--- src/rtl/vend_pkg.sv ---
// Shared types and defaults for the vend payout block: FSM states, change codes
// (units of one 0.5-yuan coin) and default queue depth / watchdog limit.
package vend_pkg;

  localparam int unsigned FIFO_DEPTH_DEF = 4;
  localparam int unsigned TIMEOUT_DEF    = 200;

  typedef enum logic [1:0] {
    CHG_0  = 2'd0,
    CHG_05 = 2'd1,
    CHG_10 = 2'd2,
    CHG_15 = 2'd3
  } change_e;

  typedef enum logic [2:0] {
    IDLE     = 3'd0,
    VEND     = 3'd1,
    PAY      = 3'd2,
    PAY_WAIT = 3'd3,
    FAULT    = 3'd4
  } state_e;

endpackage

--- src/rtl/vend_evt_fifo.sv ---
// Pending vend-event queue (2-bit change code per entry), first-word fall-through head.
// Push into a full queue is accepted only when a pop happens on the same edge.
module vend_evt_fifo
  import vend_pkg::*;
#(
  parameter int unsigned DEPTH = FIFO_DEPTH_DEF
) (
  input  logic                     clk_i,
  input  logic                     rst_ni,
  input  logic                     push_i,
  input  logic [1:0]               push_dat_i,
  input  logic                     pop_i,
  output logic [1:0]               head_dat_o,
  output logic                     full_o,
  output logic                     empty_o,
  output logic [$clog2(DEPTH):0]   count_o,
  output logic [$clog2(DEPTH):0]   count_nxt_o
);

  localparam int unsigned AW = $clog2(DEPTH);
  localparam logic [AW:0] FULL_CNT = DEPTH[AW:0];

  logic [1:0]    mem_q [DEPTH];
  logic [AW-1:0] wr_q, rd_q;
  logic [AW:0]   cnt_q, cnt_d;
  logic          push_ok, pop_ok;

  assign full_o      = (cnt_q == FULL_CNT);
  assign empty_o     = (cnt_q == '0);
  assign pop_ok      = pop_i && !empty_o;
  assign push_ok     = push_i && (!full_o || pop_ok);
  assign head_dat_o  = mem_q[rd_q];
  assign count_o     = cnt_q;
  assign count_nxt_o = cnt_d;

  always_comb begin
    cnt_d = cnt_q;
    if (push_ok && !pop_ok) begin
      cnt_d = cnt_q + 1'b1;
    end else if (pop_ok && !push_ok) begin
      cnt_d = cnt_q - 1'b1;
    end
  end

  always_ff @(posedge clk_i or negedge rst_ni) begin
    if (!rst_ni) begin
      wr_q  <= '0;
      rd_q  <= '0;
      cnt_q <= '0;
    end else begin
      cnt_q <= cnt_d;
      if (push_ok) wr_q <= wr_q + AW'(1);
      if (pop_ok)  rd_q <= rd_q + AW'(1);
    end
  end

  // Storage needs no reset: an entry is only read after it has been written.
  always_ff @(posedge clk_i) begin
    if (push_ok) mem_q[wr_q] <= push_dat_i;
  end

endmodule

--- src/rtl/vend_payout.sv ---
// Beverage motor + coin hopper sequencer fed from a queue of vend events.
// Motor starts one edge after a dispense into an idle block; all outputs registered.
module vend_payout
  import vend_pkg::*;
#(
  parameter int unsigned FIFO_DEPTH = FIFO_DEPTH_DEF,
  parameter int unsigned TIMEOUT    = TIMEOUT_DEF
) (
  input  logic                          clk,
  input  logic                          reset_n,
  input  logic                          dispense,
  input  logic [1:0]                    change,
  output logic                          motor_on,
  input  logic                          motor_done,
  output logic                          hopper_pulse,
  input  logic                          hopper_ack,
  input  logic                          clear_fault,
  output logic                          busy,
  output logic [$clog2(FIFO_DEPTH):0]   pending,
  output logic                          overflow,
  output logic                          fault
);

  localparam logic [7:0] TMO_LAST = 8'(TIMEOUT - 1);

  state_e                      state_q, state_d;
  logic [1:0]                  coins_q, coins_d;
  logic [7:0]                  tmo_q, tmo_d;
  logic                        pop, fifo_full, fifo_empty, drop;
  logic [1:0]                  head_dat;
  logic [$clog2(FIFO_DEPTH):0] cnt_nxt;
  logic                        motor_on_q, hopper_pulse_q, busy_q, overflow_q, fault_q;

  vend_evt_fifo #(.DEPTH(FIFO_DEPTH)) u_fifo (
    .clk_i       (clk),
    .rst_ni      (reset_n),
    .push_i      (dispense),
    .push_dat_i  (change),
    .pop_i       (pop),
    .head_dat_o  (head_dat),
    .full_o      (fifo_full),
    .empty_o     (fifo_empty),
    .count_o     (pending),
    .count_nxt_o (cnt_nxt)
  );

  assign drop = dispense && fifo_full && !pop;

  always_comb begin
    state_d = state_q;
    coins_d = coins_q;
    tmo_d   = tmo_q;
    pop     = 1'b0;
    unique case (state_q)
      IDLE: begin
        if (!fifo_empty) begin
          pop     = 1'b1;
          coins_d = head_dat;
          tmo_d   = '0;
          state_d = VEND;
        end
      end
      VEND: begin
        if (motor_done) begin
          tmo_d   = '0;
          state_d = (coins_q != 2'(CHG_0)) ? PAY : IDLE;
        end else if (tmo_q == TMO_LAST) begin
          tmo_d   = '0;
          coins_d = '0;
          state_d = FAULT;
        end else begin
          tmo_d = tmo_q + 8'd1;
        end
      end
      PAY: begin
        tmo_d   = '0;
        state_d = PAY_WAIT;
      end
      PAY_WAIT: begin
        if (hopper_ack) begin
          tmo_d   = '0;
          coins_d = coins_q - 2'd1;
          state_d = (coins_q == 2'd1) ? IDLE : PAY;
        end else if (tmo_q == TMO_LAST) begin
          tmo_d   = '0;
          coins_d = '0;
          state_d = FAULT;
        end else begin
          tmo_d = tmo_q + 8'd1;
        end
      end
      FAULT: begin
        if (clear_fault) state_d = IDLE;
      end
      default: state_d = IDLE;
    endcase
  end

  // Outputs are decoded from next state so they change on the same edge as the state.
  always_ff @(posedge clk or negedge reset_n) begin
    if (!reset_n) begin
      state_q        <= IDLE;
      coins_q        <= '0;
      tmo_q          <= '0;
      motor_on_q     <= 1'b0;
      hopper_pulse_q <= 1'b0;
      busy_q         <= 1'b0;
      overflow_q     <= 1'b0;
      fault_q        <= 1'b0;
    end else begin
      state_q        <= state_d;
      coins_q        <= coins_d;
      tmo_q          <= tmo_d;
      motor_on_q     <= (state_d == VEND);
      hopper_pulse_q <= (state_d == PAY);
      fault_q        <= (state_d == FAULT);
      busy_q         <= (state_d != IDLE) || (cnt_nxt != '0);
      if (drop) begin
        overflow_q <= 1'b1;
      end else if (clear_fault) begin
        overflow_q <= 1'b0;
      end
    end
  end

  assign motor_on     = motor_on_q;
  assign hopper_pulse = hopper_pulse_q;
  assign busy         = busy_q;
  assign overflow     = overflow_q;
  assign fault        = fault_q;

endmodule

--- config.mk ---
export PLATFORM = sky130hd
export DESIGN_NAME = vend_payout
export DESIGN_NICKNAME = d
export VERILOG_FILES = /design/src/rtl/vend_pkg.sv /design/src/rtl/vend_evt_fifo.sv /design/src/rtl/vend_payout.sv
export SDC_FILE = /design/constraint.sdc
export NUM_CORES = 1
export LEC_CHECK = 0
export ABC_AREA = 1
export CAP_MARGIN = 30
export CORE_UTILIZATION = 50
export DETAILED_ROUTE_END_ITERATION = 16
export PLACE_DENSITY = 0.74
export SYNTH_ARGS = -nofsm -noshare
export SYNTH_HDL_FRONTEND = slang
export SYNTH_HIERARCHICAL = 1
export SYNTH_SLANG_ARGS = --single-unit
export TNS_END_PERCENT = 50
--- constraint.sdc ---
create_clock -name clk -period 4.6 [get_ports clk]
set_clock_uncertainty 0.1 [all_clocks]
set_input_delay 0.46 -clock clk [delete_from_list [all_inputs] [get_ports clk]]
set_output_delay 0.46 -clock clk [all_outputs]
set_load 0.005 [all_outputs]
Word level (Yosys, flattened, before mapping)
Memory sizes are Yosys's and may differ from the RTL's.
Cells that the tools add are included.

operators by class
  mux-type cells = 26
  equality and inequality tests = 12
  add/sub/neg operators = 6
  multipliers = 0
  bitwise operators = 0
  divide/modulo/power cells = 0
  reduce and logical (&&, ||, !) cells = 23
  $lt $le $gt $ge = 0
  shifts and indexed selects = 0

operators by type and width
  kind                   count
  $mux W8                4
  $pmux W8 S4            1
  $mux W3                7
  $pmux W3 S5            1
  $mux W2                6
  $eq A3 B2 Y1 const B   3
  $eq A3 B3 Y1 const B   3
  $reduce_bool A3 Y1     3
  $add A8 B1 Y8 const B  1
  $eq A8 B8 Y1 const B   1
  $eq A3 B1 Y1 const B   2
  $logic_and A1 B1 Y1    6
  $logic_not A3 Y1       2
  $mux W1                6
  $pmux W2 S3            1
  $logic_not A1 Y1       5
  $add A2 B1 Y2 const B  2
  $ne A2 B2 Y1 const B   2
  $reduce_bool A2 Y1     2
  $reduce_bool A4 Y1     1
  $add A3 B1 Y3 const B  1
  $reduce_and A3 Y1      1
  $sub A3 B1 Y3 const B  1
  $eq A2 B1 Y1 const B   1
  3 further kinds        4

word-level totals
  memory bits (writable) = 8
  bits in registers = 25
  input port bits = 8
  memory bits (read-only) = 0
  logic and storage cells = 79
  output and inout bits = 8
  latch bits = 0
  memories kept = 1

memory list
  name          depth  bits a word  rd ports  clocked after Yosys merged registers in  wr ports  line                 text
  u_fifo.mem_q  4      2            1         0                                        1         vend_evt_fifo.sv:23  logic [1:0] mem_q [DEPTH];

Depth between registers and ports, before layout
Gate-level depths: netlist of the first run.

  word-level depth = 12
  gate-level depth with buffers = 15
  gate-level depth less buffers = 15

Modules after synthesis
Netlist of the first run, hierarchy kept.

by module, submodules not included
  module         instances  cells an instance  area an instance (um2)  seq. area each (um2)
  vend_payout    1          133                1,008.5                 450.4
  vend_evt_fifo  1          85                 804.5                   415.4

Least setup slack after synthesis of the first run
OpenSTA, ideal clock, no wires.

  path type = reg2reg
  from = reg u_fifo.cnt_q[0] (netlist: u_fifo/count_o[0])
  to = reg busy_q (netlist: busy)
  arrival time = 2.050 ns
  cell stages (with the launch flop) = 16
  slack = 2.322 ns
  setup time = 0.128 ns
  path buffers = 0
  data required time = 4.372 ns
  period minus slack after synthesis = 2.278 ns
  cell sequence = dfrtp_1 inv_1 ha_1 nand2_2 inv_1 inv_1 nand3_1 inv_1 inv_1 a21oi_1 nand3_1 nand3_1 nand2_1 or3_1 a21oi_1 nand3_1

on the way
  cells in the longest elaborated chain, start to end = 12
  elaborated cells between the ends (all ways) = 22
  classes of those cells = add/sub: 2; eq/ne: 1; mux: 6; reduce/logical: 13

ends and longest elaborated chain
  what                     line                 text
  start, declared          vend_evt_fifo.sv:25  logic [AW:0] cnt_q, cnt_d;
  start signal, assigned   vend_evt_fifo.sv:51  cnt_q <= cnt_d;
  $logic_not A3 Y1 (*)     vend_evt_fifo.sv:29  assign empty_o = (cnt_q == '0);
  net fifo_empty           vend_payout.sv:29    logic pop, fifo_full, fifo_empty, drop;
  $mux W1 (*)              vend_payout.sv:56    if (!fifo_empty) begin
  $mux W1 (*)              vend_payout.sv:54    unique case (state_q)
  net pop                  vend_payout.sv:29
  $logic_and A1 B1 Y1 (*)  vend_evt_fifo.sv:30  assign pop_ok = pop_i && !empty_o;
  $logic_or A1 B1 Y1       vend_evt_fifo.sv:31  assign push_ok = push_i && (!full_o || pop_ok);
  $logic_and A1 B1 Y1      vend_evt_fifo.sv:31
  $logic_not A1 Y1         vend_evt_fifo.sv:40  end else if (pop_ok && !push_ok) begin
  $logic_and A1 B1 Y1      vend_evt_fifo.sv:40
  $mux W3                  vend_evt_fifo.sv:40
  $mux W3 (*)              vend_evt_fifo.sv:38  if (push_ok && !pop_ok) begin
  net cnt_nxt[2]           vend_payout.sv:31    logic [$clog2(FIFO_DEPTH):0] cnt_nxt;
  $reduce_bool A3 Y1 (*)   vend_payout.sv:117   busy_q <= (state_d != IDLE) || (cnt_nxt != '0);
  $logic_or A1 B1 Y1 (*)   vend_payout.sv:117
  end signal, assigned     vend_payout.sv:117
  end, declared            vend_payout.sv:32    logic motor_on_q, hopper_pulse_q, busy_q, overflow_q, fault_q;

Mark *: on every way through the listed nets, which the timed path passes. The rest lies on a longest branch.
A chain may end at the register's enable or synchronous reset.

Worst setup path in the final report of the first run
Same ends and word-level chain as after synthesis.

==> flow_metrics.tcl, run 1 <==
set metrics [dict create \
    slew_headroom 0.7870 \
    status "complete, no violations" \
    clk_pin_slew_ns 0.10 \
    fp.coreArea_um2 3416 \
    postCtsHoldBufs 0 \
    required_ns 4.72 \
    track_usage 0.1813 \
    die_w_um 62.22 \
    crit_arrival_ns 2.65 \
    antenna_found_initial 0 \
    cts_buffers 5 \
    synth-seq-cells 33 \
    hold_violations 0 \
    place.gp.congestion 0.7765 \
    synth_top_area_share 0.3451 \
    cp-start-kind "register" \
    row_count 21 \
    setup-violations-final 0 \
    start_util 0.5308 \
    tns_ns 0 \
    htreeDepth 2 \
    post-route-period-util 0.5485 \
    synthFlopType "dfrtp_1" \
    cts_tree "done" \
    routedWlPerCell_um 10.77 \
    cellPowerDensity_nw_per_um2 576.5 \
    design_area_um2 2079 \
    synth_commonest_cells "44 x nand2_1, 34 x inv_1, 25 x dfrtp_1, 25 x nor2_1, 16 x nand3_1" \
    portBuffers 15 \
    fillers 320 \
    io_pins 16 \
    grt_pass1_wl_um 5437 \
    drive_gt1_frac 0.1322 \
    rsz0062_at_grt "false" \
    drt_iter0_drc 77 \
    critPathCaptureType "register" \
    synth.distinct_cells 24 \
    vias_per_cell 4.764 \
    cts_max_path_buffers 2 \
    synth.yosys.seq_area_share 0.4776 \
    crit_path_max_fanout 5 \
    antennaDiodeCount 0 \
    postSynthCellCount 218 \
    clock-sinks 33 \
    worst-slew-pin-transition_ns 0.3195 \
    period_needed_ns 2.523 \
    routed_wl_um 3101 \
    yosysWarnings 6 \
    yosysTopAreaCell "dfrtp_1" \
    synth_fp_nets 236 \
    rrSetupSlack_ns 2.08 \
    root_buffer "clkbuf_4" \
    yosysMostFrequentCell "nand2_1" \
    grt_max_degree 26 \
    cts_resized 0 \
    stdcell_count 288 \
    clock_latency_ns 0.33 \
    place_area_um2 2028 \
    first_global_vias 1285 \
    drtPass1Iterations 4 \
    hold_path_class "in -> async" \
    syn_avg_cell_area_um2 8.316 \
    synth-edff-count 8 \
    placed_cells 280 \
    async_reset_ff_frac 0.7576 \
    p_leak_nw 1.049 \
    maxSlewViolCount 0 \
    synth_area_leaders "dfrtp_1 35%, edfxtp_1 13%, nand2_1 9.1%" \
    die_area_um2 3871 \
    nets 259 \
    post_cts_buffers 0 \
    cap_violations 0 \
    ir_drop_mv 0.3547 \
    drc 0 \
    die_y_um 62.22 \
    max_freq_ghz 0.3963 \
    vias 1372 \
    grt_remaining_overflow 0 \
    place_hpwl_um 2339 \
    critPathKind "reg -> reg" \
    syn2layout_area_growth_pct 14.70 \
    synth_area_um2 1813 \
    ant_nets 0 \
]
[registers in the layout, summed over array words and instances, names as in the netlist]
signal and count:
u_fifo/wr_q 2, busy 1, u_fifo/count_o 3, motor_on 1, fault 1, u_fifo/mem_q 8, hopper_pulse 1, state_q 3
overflow 1, tmo_q 8, u_fifo/rd_q 2, coins_q 2
[worst paths after layout]
check / from / end / cells past startpoint
max: u_fifo/count_o[0] / busy / 15
min: reset_n / coins_q[1] / 2
max reg2reg: u_fifo/count_o[0] / busy / 15
min reg2reg: coins_q[1] / coins_q[1] / 2
max in group asynchronous: reset_n / u_fifo/rd_q[0] / 2
min in group clk: coins_q[1] / coins_q[1] / 2
[stage by stage]
stage                     utilization  worst slack (ns)  total power, mW  hold slack [ns]
after floorplan                     -             2.322           0.8873          0.06441
after global placement         0.5938             2.216            1.042           0.3680
after detailed placement       0.5938             2.102            1.050           0.3684
after CTS                      0.6088             2.088            1.209           0.3878
after global routing           0.6088             1.847            1.316           0.3918
final                          0.6088             2.077            1.199           0.3805
[layer usage]
metal / track usage / vias to the layer above / part of all wire
met5: 0 / - / 0
li1: - / 727 / -
met3: 0.05515 / 5 / 0.040
met2: 0.3022 / 19 / 0.47
met4: 0.06977 / 0 / 0.015
met1: 0.2197 / 621 / 0.47
[critical path, cell delays in order, from the launching register on]
cell and delay, ns:
dfrtp_1 0.40, inv_1 0.09, ha_1 0.24, nand2_2 0.12, inv_1 0.09, inv_1 0.06
nand3_1 0.11, inv_1 0.21, inv_1 0.07, a21oi_1 0.17, nand3_1 0.10, nand3_1 0.08
nand2_1 0.06, or3_1 0.31, a21oi_1 0.13, nand3_1 0.08
[area by class of cell]
cell class	instances	area, µm²	area share
well taps	46	57.56	0.02768
multi-input cells	144	793.3	0.3815
repair buffers	16	157.7	0.07581
clock inverters	2	10.01	0.004813
clock buffers	6	41.29	0.01986
inverters	41	153.9	0.07401
flip-flops and latches	33	865.8	0.4164
[placed cells by master (no fill, tap or decap), types with 2 or more instances in the layout]
master	n
inv_2	7
nand3_1	16
xor2_1	5
nor2_1	25
inv_1	34
a21oi_1	7
nand2_1	44
o22ai_1	2
o21ai_1	3
nand4_1	3
clkinv_2	2
nand2_2	6
nor3_1	2
edfxtp_1	8
clkdlybuf4s50_1	15
ha_1	10
nor2_2	6
dfrtp_1	25
o21ai_0	8
clkbuf_4	5
[power by group]
group	internal (mW)	switching (mW)
Sequential	0.391	0.0722
Clock	0.0582	0.0979
Combinational	0.236	0.344
Total	0.685	0.514
[kinds of logic (layout without fill, tap and decap cells)]
logic type / after synthesis / after routing / synth area share
compound gates: 22 / 22 / 0.07453
xor+xnor: 5 / 5 / 0.02415
fa+ha+maj: 10 / 10 / 0.06901
buf+inv: 41 / 65 / 0.08489
flops: 33 / 33 / 0.4776
simple gates: 107 / 107 / 0.2699
(Power assumes the default switching activity.)
==> inputs of run 2 (changes only) <==
==> constraint.sdc (replaced) <==
create_clock -name clk -period 2.5 [get_ports clk]
set_clock_uncertainty 0.1 [all_clocks]
set_input_delay 0.25 -clock clk [delete_from_list [all_inputs] [get_ports clk]]
set_output_delay 0.25 -clock clk [all_outputs]
set_load 0.005 [all_outputs]
==> flow_metrics.tcl, run 2 (same netlist as run 1, synthesis figures left out) <==
set metrics [dict create \
    cp-start-kind "register" \
    p_leak_nw 1.073 \
    routed_wl_um 3452 \
    die_y_um 62.22 \
    crit_arrival_ns 2.54 \
    grt_remaining_overflow 0 \
    antennaDiodeCount 0 \
    syn2layout_area_growth_pct 19.12 \
    vias_per_cell 4.828 \
    root_buffer "clkbuf_4" \
    clk_pin_slew_ns 0.10 \
    cts_max_path_buffers 2 \
    status "complete, no violations" \
    swShare 0.4125 \
    top_regs "tmo_q x8, u_fifo/mem_q x8" \
    p_comb_frac 0.496 \
    die_w_um 62.22 \
    critical_path.cell_chain "inv_2, ha_4, nand2_2, inv_1, inv_1, nand3_1, inv_2, buf_12, nand4_1, nand3_1, nand2_1, or3_1, a21oi_1, nand3_1" \
    cp_slowest_cell "dfrtp_1" \
    postCtsHoldBufs 0 \
    required_ns 2.62 \
    track_usage 0.1865 \
    ir_drop_mv 0.7117 \
    row_count 21 \
    max_freq_ghz 0.4119 \
    first_global_vias 1269 \
    clock-sinks 33 \
    io_pins 16 \
    cts_buffers 5 \
    worst_slack_ns 0.07249 \
    maxSlewViolCount 0 \
    fp.coreArea_um2 3416 \
    portBuffers 15 \
    grt_pass1_wl_um 5561 \
    cts_tree "done" \
    critPathKind "reg -> reg" \
    pre_cts_slack_ns 0.01904 \
    antenna_found_initial 0 \
    crit_top_cell "nand3_1" \
    cap_violations 0 \
    worst-slew-pin-transition_ns 0.3298 \
    p_int_mw 1.441 \
    power_frac_clock 0.156 \
    hold_violations 0 \
    cp_slowest_stage_delay_ns 0.41 \
    place_hpwl_um 2443 \
    htreeDepth 2 \
    grt_max_degree 26 \
    die_area_um2 3871 \
    clock_latency_ns 0.33 \
    utilization 0.6322 \
    final_cell_mix "44 x nand2_1, 31 x inv_1, 25 x nor2_1, 25 x dfrtp_1" \
    place.gp.congestion 0.7924 \
    p_seq_frac 0.348 \
    drive_gt1_frac 0.1633 \
    post-route-period-util 0.9710 \
    cellPowerDensity_nw_per_um2 1136 \
    nets 262 \
    start_util 0.5308 \
    period_needed_ns 2.428 \
    drt_iter0_drc 68 \
    slew_headroom 0.7802 \
    routedWlPerCell_um 11.86 \
    ant_nets 0 \
    hold_path_class "in -> async" \
    power_switching_mw 1.012 \
    crit_path_max_fanout 4 \
    vias 1405 \
    setup-violations-final 0 \
    final_common_cell "nand2_1" \
    critPathCaptureType "register" \
    drc 0 \
    drtPass1Iterations 4 \
]
## run 2: cell count changes in the layout (fill, tap and decap cells not counted), moves of 2 or more
cell	previous run	this run
inv_2	7	10
clkinv_2	2	0
inv_1	34	31
buf_4	1	3
## run 2: per-layer routing
layer / vias up / share of wire / global-route usage
met4: 0 / 0.021 / 0.06977
met2: 26 / 0.50 / 0.3228
li1: 738 / - / -
met1: 630 / 0.45 / 0.2248
met3: 11 / 0.030 / 0.04412
met5: - / 0 / 0
## run 2: what timing repair did
| item | in CTS | in global routing |
|---|---|---|
| endpoints found under the setup margin | 1 | 1 |
| buffers inserted | 0 | 3 |
| resized for setup | 1 | 6 |
## run 2: worst max-delay path: cells and delay by family (launching register included)
family,cells,cell delay (ns)
flops,1,0.41
fa+ha+maj,1,0.18
compound gates,1,0.12
buf+inv,5,0.52
simple gates,7,0.99
## run 2: power by group through the flow
stage	combinational [mW]	clock (mW)	sequential, mW
2_1_floorplan	0.794	0	0.839
3_3_place_gp	1.06	0	0.862
3_5_place_dp	1.08	0	0.862
4_1_cts	1.09	0.393	0.855
5_1_grt	1.38	0.416	0.877
6_report	1.22	0.382	0.854
## run 2: worst paths after layout
path                                    from        to  slack, ns  depth (start not counted)
hold / removal                       reset_n  tmo_q[6]       0.18                          2
max in group asynchronous            reset_n  tmo_q[5]       1.87                          2
setup / recovery           u_fifo/count_o[0]      busy       0.07                         14
min in group clk                    overflow  overflow       0.39                          2
setup reg to reg           u_fifo/count_o[0]      busy       0.07                         14
hold reg to reg                     overflow  overflow       0.39                          2
## run 2: layout make-up
| type | instances | area [µm²] |
|---|---|---|
| inverter | 41 | 153.9 |
| tap | 46 | 57.56 |
| sequential | 33 | 865.8 |
| multi-input combinational | 144 | 814.5 |
| clock buffer | 6 | 41.29 |
| timing repair buffer | 19 | 192.7 |
| fill | 296 | 1256 |
| clock inverter | 2 | 33.78 |
## run 2: through the flow
| stage | cell area [µm²] | hold slack [ns] | power (mW) | setup TNS [ns] | cells |
|---|---|---|---|---|---|
| after floorplan | 1813 | -0.1456 | 1.633 | 0 | 218 |
| after global placement | 2028 | 0.3660 | 1.917 | 0 | 280 |
| after detailed placement | 2028 | 0.3660 | 1.940 | 0 | 280 |
| after CTS | 2103 | 0.1769 | 2.335 | 0 | 288 |
| after global routing | 2160 | 0.1863 | 2.672 | -0.1121 | 291 |
| final | 2160 | 0.1824 | 2.453 | 0 | 291 |
==> inputs of run 3 (changes only) <==
--- a/config.mk
+++ b/config.mk
@@ -7,9 +7,9 @@
 export LEC_CHECK = 0
 export ABC_AREA = 1
 export CAP_MARGIN = 30
-export CORE_UTILIZATION = 50
+export CORE_UTILIZATION = 57
 export DETAILED_ROUTE_END_ITERATION = 16
-export PLACE_DENSITY = 0.74
+export PLACE_DENSITY = 0.82
 export SYNTH_ARGS = -nofsm -noshare
 export SYNTH_HDL_FRONTEND = slang
 export SYNTH_HIERARCHICAL = 1
==> flow_metrics.tcl, run 3 (same netlist as run 1, synthesis figures left out) <==
set metrics [dict create \
    status "complete, no violations" \
    r2r_cells 14 \
    cellPowerDensity_nw_per_um2 1075 \
    cts_max_path_buffers 2 \
    max_freq_ghz 0.4247 \
    critPathKind "reg -> reg" \
    syn2layout_area_growth_pct 16.56 \
    rrSetupSlack_ns 0.15 \
    clock_latency_ns 0.32 \
    die_y_um 58.40 \
    swShare 0.4299 \
    nets 261 \
    post-route-period-util 0.9418 \
    top_regs "tmo_q x8, u_fifo/mem_q x8" \
    portBuffers 15 \
    final_cell_mix "44 x nand2_1, 32 x inv_1, 25 x nor2_1, 25 x dfrtp_1, 15 x clkdlybuf4s50_1" \
    cap_violations 0 \
    power_switching_uw 976.3 \
    clk_pin_slew_ns 0.10 \
    postCtsHoldBufs 0 \
    ant_nets 0 \
    antennaDiodeCount 0 \
    p_leak_nw 1.063 \
    p_int_mw 1.295 \
    crit_path_max_fanout 4 \
    setup-violations-final 0 \
    holdWs_ns 0.1888 \
    slew_headroom 0.7875 \
    grt_pass1_wl_um 5126 \
    vias_per_cell 4.847 \
    routedWlPerCell_um 10.75 \
    place.gp.congestion 0.7919 \
    cts_buffers 5 \
    clock-sinks 33 \
    p_comb_frac 0.499 \
    root_buffer "clkbuf_4" \
    hold_path_class "in -> async" \
    grt_max_degree 26 \
    required_ns 2.61 \
    drc 0 \
    die_area_um2 3410 \
    critPathCaptureType "register" \
    r2r-start "u_fifo/count_o[0]" \
    row_count 20 \
    die_w_um 58.40 \
    period_needed_ns 2.354 \
    final_common_cell "nand2_1" \
    vias 1396 \
    tns_ns 0 \
    drtPass1Iterations 4 \
    fp.coreArea_um2 3028 \
    cts_tree "done" \
    first_global_vias 1241 \
    p_seq_frac 0.377 \
    worst-slew-pin-transition_ns 0.3187 \
    drive_gt1_frac 0.1639 \
    track_usage 0.2017 \
    power_frac_clock 0.124 \
    grt_remaining_overflow 0 \
    io_pins 16 \
    ir_drop_mv 0.8192 \
    drt_iter0_drc 84 \
    routed_wl_um 3096 \
    htreeDepth 2 \
    place_hpwl_um 2266 \
    cp-start-kind "register" \
    hold_violations 0 \
    antenna_found_initial 0 \
    crit_arrival_ns 2.46 \
    maxSlewViolCount 0 \
    start_util 0.5988 \
    r2r-end "busy" \
]
## run 3: how the worst max path moves through the flow
stage / to / startpoint / slack (ns) / cells after the start
after global placement: busy / u_fifo/count_o[0] / 0.12 / 15
after global routing: busy / u_fifo/count_o[0] / -0.01 / 14
after floorplan: busy / u_fifo/count_o[0] / 0.22 / 15
after detailed placement: busy / u_fifo/count_o[0] / 0.01 / 15
after CTS: busy / u_fifo/count_o[0] / 0.04 / 15
final: busy / u_fifo/count_o[0] / 0.15 / 14
## run 3: layout make-up
| class | instances | area [µm²] |
|---|---|---|
| fillers | 236 | 914.6 |
| flip-flops and latches | 33 | 865.8 |
| multi-input cells | 144 | 814.5 |
| repair buffers | 18 | 172.7 |
| inverters | 41 | 153.9 |
| well taps | 44 | 55.05 |
| clock buffers | 6 | 41.29 |
| clock inverters | 2 | 10.01 |
## run 3: layer usage
| metal | GRT usage | vias up | share of wire |
|---|---|---|---|
| met5 | 0 | - | 0 |
| met1 | 0.2717 | 636 | 0.49 |
| li1 | - | 739 | - |
| met2 | 0.3284 | 17 | 0.47 |
| met4 | 0.06122 | 0 | 0.010 |
| met3 | 0.04615 | 4 | 0.026 |
## run 3: repair_timing
| action | 4_1_cts | 5_1_grt |
|---|---|---|
| gates resized for setup | 1 | 6 |
| setup endpoints to repair | 1 | 1 |
| buffers inserted | 0 | 2 |
| pin swaps | 0 | 0 |
## run 3: power by group through the flow
stage / logic (mW) / clock network [mW] / registers, mW
after floorplan: 0.794 / 0 / 0.839
after global placement: 1.05 / 0 / 0.861
after detailed placement: 1.07 / 0 / 0.860
after CTS: 1.07 / 0.288 / 0.854
after global routing: 1.29 / 0.313 / 0.873
final: 1.13 / 0.282 / 0.855
## run 3: metrics by stage
step | std cells | utilization | power (mW) | cell area, µm² | worst slack [ns]
after global placement | 278 | 0.6690 | 1.912 | 2026 | 0.1248
after detailed placement | 278 | 0.6690 | 1.928 | 2026 | 0.009683
after CTS | 286 | 0.6860 | 2.215 | 2077 | 0.04181
after floorplan | 218 | - | 1.633 | 1813 | 0.2223
final | 288 | 0.6979 | 2.271 | 2113 | 0.1456
after global routing | 288 | 0.6979 | 2.479 | 2113 | -0.01388
## run 3: critical path, cell delays in order (launching register included)
cell	delay (ns)
dfrtp_1	0.42
inv_2	0.06
ha_2	0.22
nand2_4	0.10
inv_1	0.08
inv_1	0.08
nand3_2	0.10
inv_2	0.12
buf_4	0.14
nand4_1	0.10
nand3_1	0.09
nand2_1	0.06
or3_1	0.37
a21oi_1	0.12
nand3_1	0.08
